[src/rtl/instruction_fetch_pkg.sv]
// Shared definitions for the instruction fetch stage: reset PC, FSM encodings,
// instruction field bit positions and the branch offset helper.
package instruction_fetch_pkg;

    localparam logic [31:0] RESET_PC_DEFAULT = 32'h0000_0000;

    typedef enum logic [1:0] {
        ST_IDLE  = 2'd0,
        ST_REQ   = 2'd1,
        ST_VALID = 2'd2
    } fetch_state_e;

    localparam int OP_HI    = 31;
    localparam int OP_LO    = 26;
    localparam int RS_HI    = 25;
    localparam int RS_LO    = 21;
    localparam int RT_HI    = 20;
    localparam int RT_LO    = 16;
    localparam int RD_HI    = 15;
    localparam int RD_LO    = 11;
    localparam int FUNCT_HI = 5;
    localparam int FUNCT_LO = 0;
    localparam int IMM_HI   = 15;
    localparam int IMM_LO   = 0;
    localparam int JT_HI    = 25;
    localparam int JT_LO    = 0;

    // Word offset scaled to bytes and sign-extended to 32 bits.
    function automatic logic [31:0] branch_offset(input logic [15:0] imm);
        return {{14{imm[15]}}, imm, 2'b00};
    endfunction

endpackage

[src/rtl/instruction_fetch_next_pc_logic.sv]
// Combinational next-PC selection: jump beats taken branch, otherwise sequential.
// All arithmetic is 32-bit and wraps naturally.
module next_pc_logic
    import instruction_fetch_pkg::*;
(
    input  logic [31:0] pc_i,
    input  logic        jump_i,
    input  logic        branch_i,
    input  logic        zero_i,
    input  logic [15:0] imm_i,
    input  logic [25:0] jtarget_i,
    output logic [31:0] next_pc_o
);

    logic [31:0] pc4;

    assign pc4 = pc_i + 32'd4;

    always_comb begin
        next_pc_o = pc4;
        if (jump_i) begin
            next_pc_o = {pc4[31:28], jtarget_i, 2'b00};
        end else if (branch_i && zero_i) begin
            next_pc_o = pc4 + branch_offset(imm_i);
        end
    end

endmodule

[src/rtl/instruction_fetch.sv]
// MIPS fetch front end: PC register, request/ack handshake to instruction memory,
// instruction register with field slicing, and valid/ready hand-off to decode.
module instruction_fetch
    import instruction_fetch_pkg::*;
#(
    parameter logic [31:0] RESET_PC = RESET_PC_DEFAULT
) (
    input  logic        clk,
    input  logic        rst,
    output logic        imem_req,
    output logic [31:0] imem_addr,
    input  logic        imem_ack,
    input  logic [31:0] imem_rdata,
    output logic        if_valid,
    input  logic        id_ready,
    input  logic        jump,
    input  logic        branch,
    input  logic        zero,
    output logic [31:0] pc_out,
    output logic [5:0]  opcode,
    output logic [4:0]  rs,
    output logic [4:0]  rt,
    output logic [4:0]  rd,
    output logic [5:0]  funct,
    output logic [15:0] imm,
    output logic [25:0] jtarget
);

    // Low bits forced to zero so a misaligned parameter can never reach the PC.
    localparam logic [31:0] PC_INIT = {RESET_PC[31:2], 2'b00};

    fetch_state_e state_q;
    logic [31:0]  pc_q;
    logic [31:0]  ir_q;
    logic         imem_req_q;
    logic         if_valid_q;
    logic [31:0]  next_pc_d;

    next_pc_logic u_next_pc (
        .pc_i      (pc_q),
        .jump_i    (jump),
        .branch_i  (branch),
        .zero_i    (zero),
        .imm_i     (ir_q[IMM_HI:IMM_LO]),
        .jtarget_i (ir_q[JT_HI:JT_LO]),
        .next_pc_o (next_pc_d)
    );

    always_ff @(posedge clk or negedge rst) begin
        if (!rst) begin
            state_q    <= ST_IDLE;
            pc_q       <= PC_INIT;
            ir_q       <= 32'h0000_0000;
            imem_req_q <= 1'b0;
            if_valid_q <= 1'b0;
        end else begin
            case (state_q)
                ST_IDLE: begin
                    state_q    <= ST_REQ;
                    imem_req_q <= 1'b1;
                    if_valid_q <= 1'b0;
                end
                ST_REQ: begin
                    if (imem_ack) begin
                        ir_q       <= imem_rdata;
                        state_q    <= ST_VALID;
                        imem_req_q <= 1'b0;
                        if_valid_q <= 1'b1;
                    end
                end
                ST_VALID: begin
                    // Control inputs only matter on the hand-off cycle.
                    if (id_ready) begin
                        pc_q       <= {next_pc_d[31:2], 2'b00};
                        state_q    <= ST_REQ;
                        imem_req_q <= 1'b1;
                        if_valid_q <= 1'b0;
                    end
                end
                default: begin
                    state_q    <= ST_IDLE;
                    imem_req_q <= 1'b0;
                    if_valid_q <= 1'b0;
                end
            endcase
        end
    end

    assign imem_req  = imem_req_q;
    assign imem_addr = pc_q;
    assign if_valid  = if_valid_q;
    assign pc_out    = pc_q;

    assign opcode  = ir_q[OP_HI:OP_LO];
    assign rs      = ir_q[RS_HI:RS_LO];
    assign rt      = ir_q[RT_HI:RT_LO];
    assign rd      = ir_q[RD_HI:RD_LO];
    assign funct   = ir_q[FUNCT_HI:FUNCT_LO];
    assign imm     = ir_q[IMM_HI:IMM_LO];
    assign jtarget = ir_q[JT_HI:JT_LO];

endmodule

[config.mk]
export PLATFORM = sky130hd
export DESIGN_NAME = instruction_fetch
export DESIGN_NICKNAME = d
export VERILOG_FILES = /design/src/rtl/instruction_fetch_pkg.sv /design/src/rtl/instruction_fetch_next_pc_logic.sv /design/src/rtl/instruction_fetch.sv
export SDC_FILE = /design/constraint.sdc
export NUM_CORES = 1
export LEC_CHECK = 0
export ABC_CLOCK_PERIOD_IN_PS = 4700
export BUFFER_PORTS_ARGS = -buffer_cell sky130_fd_sc_hd__buf_2
export CAP_MARGIN = 20
export CORE_MARGIN = 2
export CORE_UTILIZATION = 54
export CTS_BUF_LIST = sky130_fd_sc_hd__clkbuf_2 sky130_fd_sc_hd__clkbuf_4 sky130_fd_sc_hd__clkbuf_8
export DETAILED_ROUTE_END_ITERATION = 6
export GPL_ROUTABILITY_DRIVEN = 0
export PLACE_DENSITY = 0.81
export SLEW_MARGIN = 30
export SYNTH_ARGS = -nofsm -noshare
export SYNTH_HDL_FRONTEND = slang
export SYNTH_SLANG_ARGS = --single-unit
[constraint.sdc]
create_clock -name clk -period 4.7 [get_ports clk]
set_clock_uncertainty 0.2 [all_clocks]
set_input_delay 0.47 -clock clk [delete_from_list [all_inputs] [get_ports clk]]
set_output_delay 0.47 -clock clk [all_outputs]
set_load 0.03 [all_outputs]
==> results of run 1 <==
-- cell type report --
class | instances | area share (%)
well taps | 136 | 2.712
inverters | 12 | 0.7180
flip-flops and latches | 64 | 25.53
clock buffers | 13 | 2.653
multi-input cells | 496 | 53.67
clock inverters | 3 | 0.6382
repair buffers | 174 | 14.08
-- registers in the layout (all words and copies together), names as in the netlist --
register   count
imem_addr     30
ir_q          32
state_q        2
-- worst max-delay path, stage by stage, from the launching register on --
cell and delay, ns:
dfrtp_1 0.44, and3_1 0.25, and4_1 0.27, and3_1 0.20
and3_1 0.30, nand2_1 0.10, xnor2_1 0.15, ha_1 0.37
a21o_1 0.19, a211o_1 0.31, a21oi_1 0.12, o21ai_1 0.14
a31o_2 0.27, a21o_1 0.20, a211oi_1 0.36, o21ai_0 0.17
xnor2_1 0.14, o21ai_0 0.08
-- synthesized netlist by cell type (19+ instances only) --
cell type | number | share of area (%)
a21oi_1 | 44 | 3.9
buf_4 | 72 | 9.6
clkbuf_1 | 20 | 1.3
dfrtp_1 | 64 | 28
ha_1 | 37 | 8.2
mux2_2 | 34 | 6.8
nand2_1 | 69 | 4.6
nand3_1 | 25 | 2.2
nor2_1 | 56 | 3.7
o21ai_0 | 47 | 4.2
xnor2_1 | 31 | 4.8
xor2_1 | 19 | 3.0
-- placed cells by master (no fill, tap or decap), types with 11 or more instances in the layout --
cell type	netlist	final
nor2_1	56	55
dfrtp_1	64	64
mux2_2	34	34
xor2_1	19	19
buf_2	0	169
o21ai_0	47	46
a211oi_1	12	11
xnor2_1	31	31
clkbuf_8	0	11
inv_1	12	12
nand2_1	69	68
nand3_1	25	25
ha_1	37	37
a21oi_1	44	44
-- per-layer routing --
metal / share of wire, % / up-vias / GRT usage, %
met5: 0 / - / 0
met4: 1.9 / 0 / 9.023
met3: 6.6 / 29 / 4.598
met2: 50 / 212 / 45.35
met1: 41 / 2510 / 33.10
li1: - / 2479 / -
-- cell families (layout without fill, tap and decap cells) --
family	after synthesis	in the layout	share of synthesized area [%]
mux	37	37	7.342
xor+xnor	50	50	7.786
compound gates	167	167	19.20
other cells	1	4	0.06668
simple gates	200	200	16.37
fa+ha+maj	38	38	8.587
buf+inv	106	202	12.17
flops	64	64	28.48
-- what timing repair did --
action / 4_1_cts / 5_1_grt
setup endpoints to repair: 0 / 3
gates resized for setup: 0 / 5
hold endpoints to repair: 0 / 0
-- worst paths after layout --
kind / startpoint / end / slack [ns]
worst max-delay path: imem_addr[7]$_DFFE_PN0P_ / imem_addr[29]$_DFFE_PN0P_ / 0.31
worst min-delay path: rst / ir_q[31]$_DFFE_PN0P_ / 0.10
worst max register to register: imem_addr[7]$_DFFE_PN0P_ / imem_addr[29]$_DFFE_PN0P_ / 0.31
worst min register to register: ir_q[31]$_DFFE_PN0P_ / ir_q[31]$_DFFE_PN0P_ / 0.30
max in group asynchronous: rst / state_q[1]$_DFFE_PN0P_ / 3.67
min in group clk: imem_ack / state_q[0]$_DFFE_PN0P_ / 0.14
-- per-stage QoR --
stage               std cells  cell area, um^2
global placement          882             6050
CTS                       898             6259
global route              898             6274
finish                    898             6274
floorplan                 666             5635
detailed placement        882             6052
==> run summary, run 1 <==
Diodes inserted: 0
DR vias/cell: 5.824
Unique masters post-synth: 60
Total CTS buffers: 9
Setup ws final: 0.3116 ns
Hold WC Path Type: input pin to async pin
Least-Margin Pin Slew: 0.8328 ns
Total wire length: 14710 um
Pre-CTS WS: 0.2169 ns
Synthesis-to-finish area growth: 11.55%
Antenna violations before repair: 0
Yosys warning count: 0
First-pass GRT wire length: 23950 um
Most frequently used flop master after synthesis: dfrtp_1
Min Hold Slack: 0.1022 ns
# DRC: 0
Seq/Total Area, Yosys: 28.48%
Pin count of the biggest net entering global routing: 65
DR pass1 iterations: 6
Synth Cell Area: 5624 um^2
# nets final: 834
H-tree levels: 3
Critical path endpoint category: flip-flop
Core footprint: 10230 um^2
Outcome: finished clean
GR Util All Layers: 26.24%
EDFF count, synth: 0
Die ar.: 11250 um^2
Area taken by multi-input logic gates: 3367 um^2
Fraction of final layout cells sized beyond drive strength 1: 32.02%
CTS tree: built
Ys async rst share: 100.0%
Clock-pin slew on the worst setup and hold paths: 0.07 ns
Routed length per instance: 16.38 um
Vias: 5230
Crit Path Max Fanout: 7
Final Slew Violations: 0
Tcrit/Tclk final: 93.37%
Cell count after synthesis: 663
Worst setup SP type: flip-flop
Hold Vio Cnt, Final: 0
Final setup fails: 0
Synth Register Bits: 64
Syn avg cell area: 8.483 um^2
Critical path class: flip-flop to flip-flop
DIE HEIGHT: 106.1 um
Clock sinks: 64
Minimum clock period: 4.388 ns
Worst skew pair latency: 0.35 ns
Post-route setup TNS: 0 ns
Critical path required time: 4.72 ns
Cts hold-fix bufs: 0
FILL cells: 893
Clock buffer depth: 2
CTS root buffer: clkbuf_8
Max Freq: 227.9 MHz
Final Core Density: 61.32%
Max-cap violations: 0
Detailed Route Iter0 Violations: 332
R2R depth: 17
Max-slew headroom: 44.42%
Post-DP HPWL: 10780 um
Total grt overflow: 0
Vias in the first global route: 4969
Port-buffer cells: 169
Remaining antenna violation count after routing: 0
Die width: 106.1 um
Starting density of the core: 54.97%
Crit path arrival time: 4.41 ns
Cell Rows: 37
Sequential Area: 1602 um^2
Post-CTS Setup Bufs: 0
IO Pins: 174
Power of run 1 is not shown: default switching activity piles up to over one toggle a cycle in this logic, so the estimate is an artifact.
==> run 2, diff against run 1 <==
- PLACE_DENSITY: 0.81 -> 0.84
==> run summary, run 2 (synthesized netlist as in run 1, its figures left out) <==
Fraction of final layout cells sized beyond drive strength 1: 32.63% (+0.61 points)
Routed length per instance: 16.96 um (+3.6%)
Critical path endpoint category: flip-flop
Hold WC Path Type: input pin to async pin
Crit path arrival time: 4.52 ns (+0.11 ns)
Reg with most FFs: ir_q
GR Util All Layers: 27.02% (+0.78 points)
Minimum clock period: 4.439 ns (+0.05026 ns)
Diodes inserted: 0 (unchanged)
H-tree levels: 3 (unchanged)
# DRC: 0 (unchanged)
Max Freq: 225.3 MHz (-1.1%)
DR vias/cell: 5.915 (+1.6%)
Die width: 106.1 um (unchanged)
R2R Path Start: imem_addr[4]$_DFFE_PN0P_
Cts hold-fix bufs: 0 (unchanged)
Remaining antenna violation count after routing: 0 (unchanged)
DIE HEIGHT: 106.1 um (unchanged)
RSZ-0062 raised after global routing: no
Min Hold Slack: 0.1023 ns (+0.00002700 ns)
Die ar.: 11250 um^2 (unchanged)
CTS tree: built
Critical path class: flip-flop to flip-flop
Port-buffer cells: 169 (unchanged)
Final setup fails: 0 (unchanged)
Outcome: finished clean
Max-slew headroom: 44.97% (+0.55 points)
Clock-pin slew on the worst setup and hold paths: 0.08 ns (about the same)
Post-DP HPWL: 11010 um (+2.1%)
Starting density of the core: 54.97% (unchanged)
Total CTS buffers: 9 (unchanged)
Final Slew Violations: 0 (unchanged)
Clock sinks: 64 (unchanged)
Antenna violations before repair: 0 (unchanged)
CTS root buffer: clkbuf_8
Commonest non-fill, non-tap cells in the layout: buf_2, nand2_1, dfrtp_1
Crit Path Max Fanout: 8 (+1)
IO Pins: 174 (unchanged)
# nets final: 835 (+0.12%)
Synthesis-to-finish area growth: 12.32%
Vias in the first global route: 5064 (+1.9%)
DR pass1 iterations: 5 (-1)
Cell Rows: 37 (unchanged)
Hold Vio Cnt, Final: 0 (unchanged)
Detailed Route Iter0 Violations: 426 (+28%)
Max-cap violations: 0 (unchanged)
Worst skew pair latency: 0.35 ns (about the same)
Total wire length: 15250 um (+3.7%)
Least-Margin Pin Slew: 0.8255 ns (-0.007335 ns)
R2R Path End: imem_addr[30]$_DFFE_PN0P_
Post-route setup TNS: 0 ns (unchanged)
Critical path required time: 4.78 ns (+0.06 ns)
Max reg flops: 32 (unchanged)
Total grt overflow: 0 (unchanged)
First-pass GRT wire length: 24510 um (+2.3%)
Most common cell after layout, fill and taps aside: buf_2
Clock buffer depth: 2 (unchanged)
Pin count of the biggest net entering global routing: 65 (unchanged)
Tcrit/Tclk final: 94.44% (+1.1 points)
R2R Setup Slk: 0.26 ns (-0.05 ns)
R2R depth: 14 (-3)
Vias: 5318 (+1.7%)
Core footprint: 10230 um^2 (unchanged)
Worst setup SP type: flip-flop
-- run 2: cell type report --
| cell class | count | area (um^2) |
|---|---|---|
| timing repair buffer | 175 | 890.9 |
| sequential | 64 | 1603 |
| inverter | 12 | 45.04 |
| multi-input combinational | 496 | 3388 |
| clock buffer | 10 | 137.6 |
| fill | 844 | 3914 |
| tap | 136 | 170.2 |
| clock inverter | 6 | 82.58 |
-- run 2: worst max-delay path by stage --
stage | startpoint | end | depth (start not counted)
2_1_floorplan | imem_addr[4]$_DFFE_PN0P_ | imem_addr[30]$_DFFE_PN0P_ | 15
3_3_place_gp | imem_addr[7]$_DFFE_PN0P_ | imem_addr[31]$_DFFE_PN0P_ | 17
3_5_place_dp | imem_addr[7]$_DFFE_PN0P_ | imem_addr[31]$_DFFE_PN0P_ | 17
4_1_cts | imem_addr[4]$_DFFE_PN0P_ | imem_addr[30]$_DFFE_PN0P_ | 14
5_1_grt | imem_addr[8]$_DFFE_PN0P_ | imem_addr[31]$_DFFE_PN0P_ | 16
6_report | imem_addr[4]$_DFFE_PN0P_ | imem_addr[30]$_DFFE_PN0P_ | 14
-- run 2: repair_timing --
action                     4_1_cts  5_1_grt
setup endpoints to repair        0        5
gates resized for setup          0        9
buffers inserted                 0        1
-- run 2: per-stage QoR --
stage          setup WS (ns)  instances  instance area [um^2]  util [%]
6_report              0.2613        899                  6317     61.75
5_1_grt             0.004239        899                  6317     61.75
3_5_place_dp          0.2482        882                  6052     59.15
2_1_floorplan         0.5028        666                  5635         -
4_1_cts               0.1891        898                  6272     61.31
3_3_place_gp          0.4978        882                  6050     59.13
-- run 2: worst max-delay path, cell delays in order, from the launching register on --
cell	delay [ns]
dfrtp_1	0.46
and3_2	0.33
nand3_1	0.30
nor2_1	0.21
xor2_1	0.23
ha_1	0.33
a21oi_1	0.17
o21ai_0	0.18
o31a_2	0.38
a2111oi_4	0.42
o211ai_2	0.18
and4_2	0.29
a21oi_1	0.20
mux2_2	0.36
a21oi_1	0.14
-- run 2: routing by layer --
layer  track usage [%]  vias up  share of wire, %
li1                  -     2484                 -
met2             46.13      261                49
met4             12.59        0               4.1
met5                 0        -                 0
met3             5.579       59               7.9
met1             32.67     2514                39
Power of run 2 is left out for the same reason.
==> run 3, diff against run 2 <==
--- a/constraint.sdc
+++ b/constraint.sdc
@@ -4,2 +4,2 @@
 set_output_delay 0.47 -clock clk [all_outputs]
-set_load 0.03 [all_outputs]
+set_load 0.1 [all_outputs]
==> run summary, run 3 (synthesized netlist as in run 1, its figures left out) <==
# nets final: 834 (-0.12%)
Total wire length: 15260 um (about the same)
Clock buffer depth: 2 (unchanged)
Worst setup SP type: flip-flop
Max Freq: 221.8 MHz (-1.6%)
DR vias/cell: 5.937 (+0.36%)
Placed Area: 6053 um^2 (about the same)
Critical path endpoint category: flip-flop
Vias in the first global route: 5089 (+0.49%)
Pin count of the biggest net entering global routing: 65 (unchanged)
Commonest non-fill, non-tap cells in the layout: buf_2, nand2_1, dfrtp_1
CP Launch Point: imem_addr[7]$_DFFE_PN0P_
Antenna violations before repair: 0 (unchanged)
Core footprint: 10230 um^2 (unchanged)
Routed length per instance: 16.99 um (+0.16%)
CTS root buffer: clkbuf_8
Synthesis-to-finish area growth: 11.52%
DR pass1 iterations: 7 (+2)
Crit Path Max Fanout: 7 (-1)
Worst skew pair latency: 0.35 ns (about the same)
Clock sinks: 64 (unchanged)
Cell Rows: 37 (unchanged)
Die width: 106.1 um (unchanged)
Tcrit/Tclk final: 95.95% (+1.5 points)
Post-route setup TNS: 0 ns (unchanged)
Crit path arrival time: 4.56 ns (+0.04 ns)
Diodes inserted: 0 (unchanged)
Critical path class: flip-flop to flip-flop
RSZ-0062 raised after global routing: no
Hold Vio Cnt, Final: 0 (unchanged)
Die ar.: 11250 um^2 (unchanged)
Starting density of the core: 54.97% (unchanged)
Vias: 5331 (+0.24%)
Most common cell after layout, fill and taps aside: buf_2
Detailed Route Iter0 Violations: 324 (-24%)
Final setup fails: 0 (unchanged)
Resized cells post-CTS: 0 (unchanged)
Sequential Area: 1603 um^2 (unchanged)
Failing checks: design-rule violations
Max-slew headroom: 44.76% (-0.21 points)
CP endpoint: imem_addr[30]$_DFFE_PN0P_
R2R depth: 15 (+1)
IO Pins: 174 (unchanged)
FILL cells: 885 (+4.9%)
DIE HEIGHT: 106.1 um (unchanged)
Reg with most FFs: ir_q
R2R Setup Slk: 0.19 ns (-0.07 ns)
Fraction of final layout cells sized beyond drive strength 1: 32.15% (-0.48 points)
Max reg flops: 32 (unchanged)
Total grt overflow: 0 (unchanged)
Remaining antenna violation count after routing: 0 (unchanged)
GR Util All Layers: 27.12% (+0.10 points)
First-pass GRT wire length: 24690 um (+0.73%)
Max-cap violations: 0 (unchanged)
R2R Path Start: imem_addr[7]$_DFFE_PN0P_
Area taken by multi-input logic gates: 3364 um^2 (-0.70%)
# DRC: 1 (+1)
Least-Margin Pin Slew: 0.8286 ns (+0.003097 ns)
H-tree levels: 3 (unchanged)
Post-CTS Setup Bufs: 0 (unchanged)
Layout Cell Area excl Fill: 6272 um^2 (-0.71%)
Hold WC Path Type: input pin to async pin
Outcome: finished, violations left
Cts hold-fix bufs: 0 (unchanged)
Critical path required time: 4.75 ns (-0.03 ns)
Minimum clock period: 4.509 ns (+0.07076 ns)
Port-buffer cells: 169 (unchanged)
Clock-pin slew on the worst setup and hold paths: 0.08 ns (about the same)
R2R Path End: imem_addr[30]$_DFFE_PN0P_
Final Slew Violations: 0 (unchanged)
Total CTS buffers: 9 (unchanged)
CTS tree: built
Post-DP HPWL: 11100 um (+0.77%)
-- run 3: worst min-delay path by stage --
stage	to	slack, ns	depth (start not counted)
after floorplan	imem_addr[10]$_DFFE_PN0P_	-0.03	0
after global placement	ir_q[31]$_DFFE_PN0P_	0.28	1
after detailed placement	ir_q[28]$_DFFE_PN0P_	0.29	1
after CTS	imem_addr[10]$_DFFE_PN0P_	0.13	2
after global routing	ir_q[19]$_DFFE_PN0P_	0.13	2
final	imem_addr[10]$_DFFE_PN0P_	0.1	2
-- run 3: critical path: stages, from the launching register on --
cell	delay [ns]
dfrtp_1	0.46
and3_1	0.25
and4_1	0.27
nand3_1	0.14
nor2_2	0.23
xor2_1	0.23
ha_1	0.34
a21oi_2	0.20
nand2_1	0.09
o31a_2	0.39
a2111oi_4	0.42
o211ai_2	0.16
and4_2	0.26
a21oi_1	0.15
mux2_2	0.36
a21oi_1	0.24
-- run 3: per-layer routing --
metal	part of all wire [%]	global-route usage [%]	vias to the layer above
met5	0	0	-
met4	2.9	11.56	0
met3	6.8	5.028	43
met2	50	46.68	254
met1	40	33.29	2555
li1	-	-	2479
-- run 3: metrics by stage --
step	cells	setup slack (ns)	utilization (%)	hold WS, ns
6_report	898	0.1906	61.31	0.09932
5_1_grt	898	0.04742	61.31	0.1280
4_1_cts	898	0.1880	61.18	0.1298
3_5_place_dp	882	0.3452	59.17	0.2878
3_3_place_gp	882	0.5233	59.14	0.2830
2_1_floorplan	666	0.0007803	-	-0.02559
-- run 3: cell type report --
cell class	instances	share of cell area, %
inverters	12	0.7181
clock inverters	5	0.8777
flip-flops and latches	64	25.55
well taps	136	2.713
repair buffers	174	14.08
multi-input cells	496	53.64
clock buffers	11	2.414
Power of run 3 is left out for the same reason.
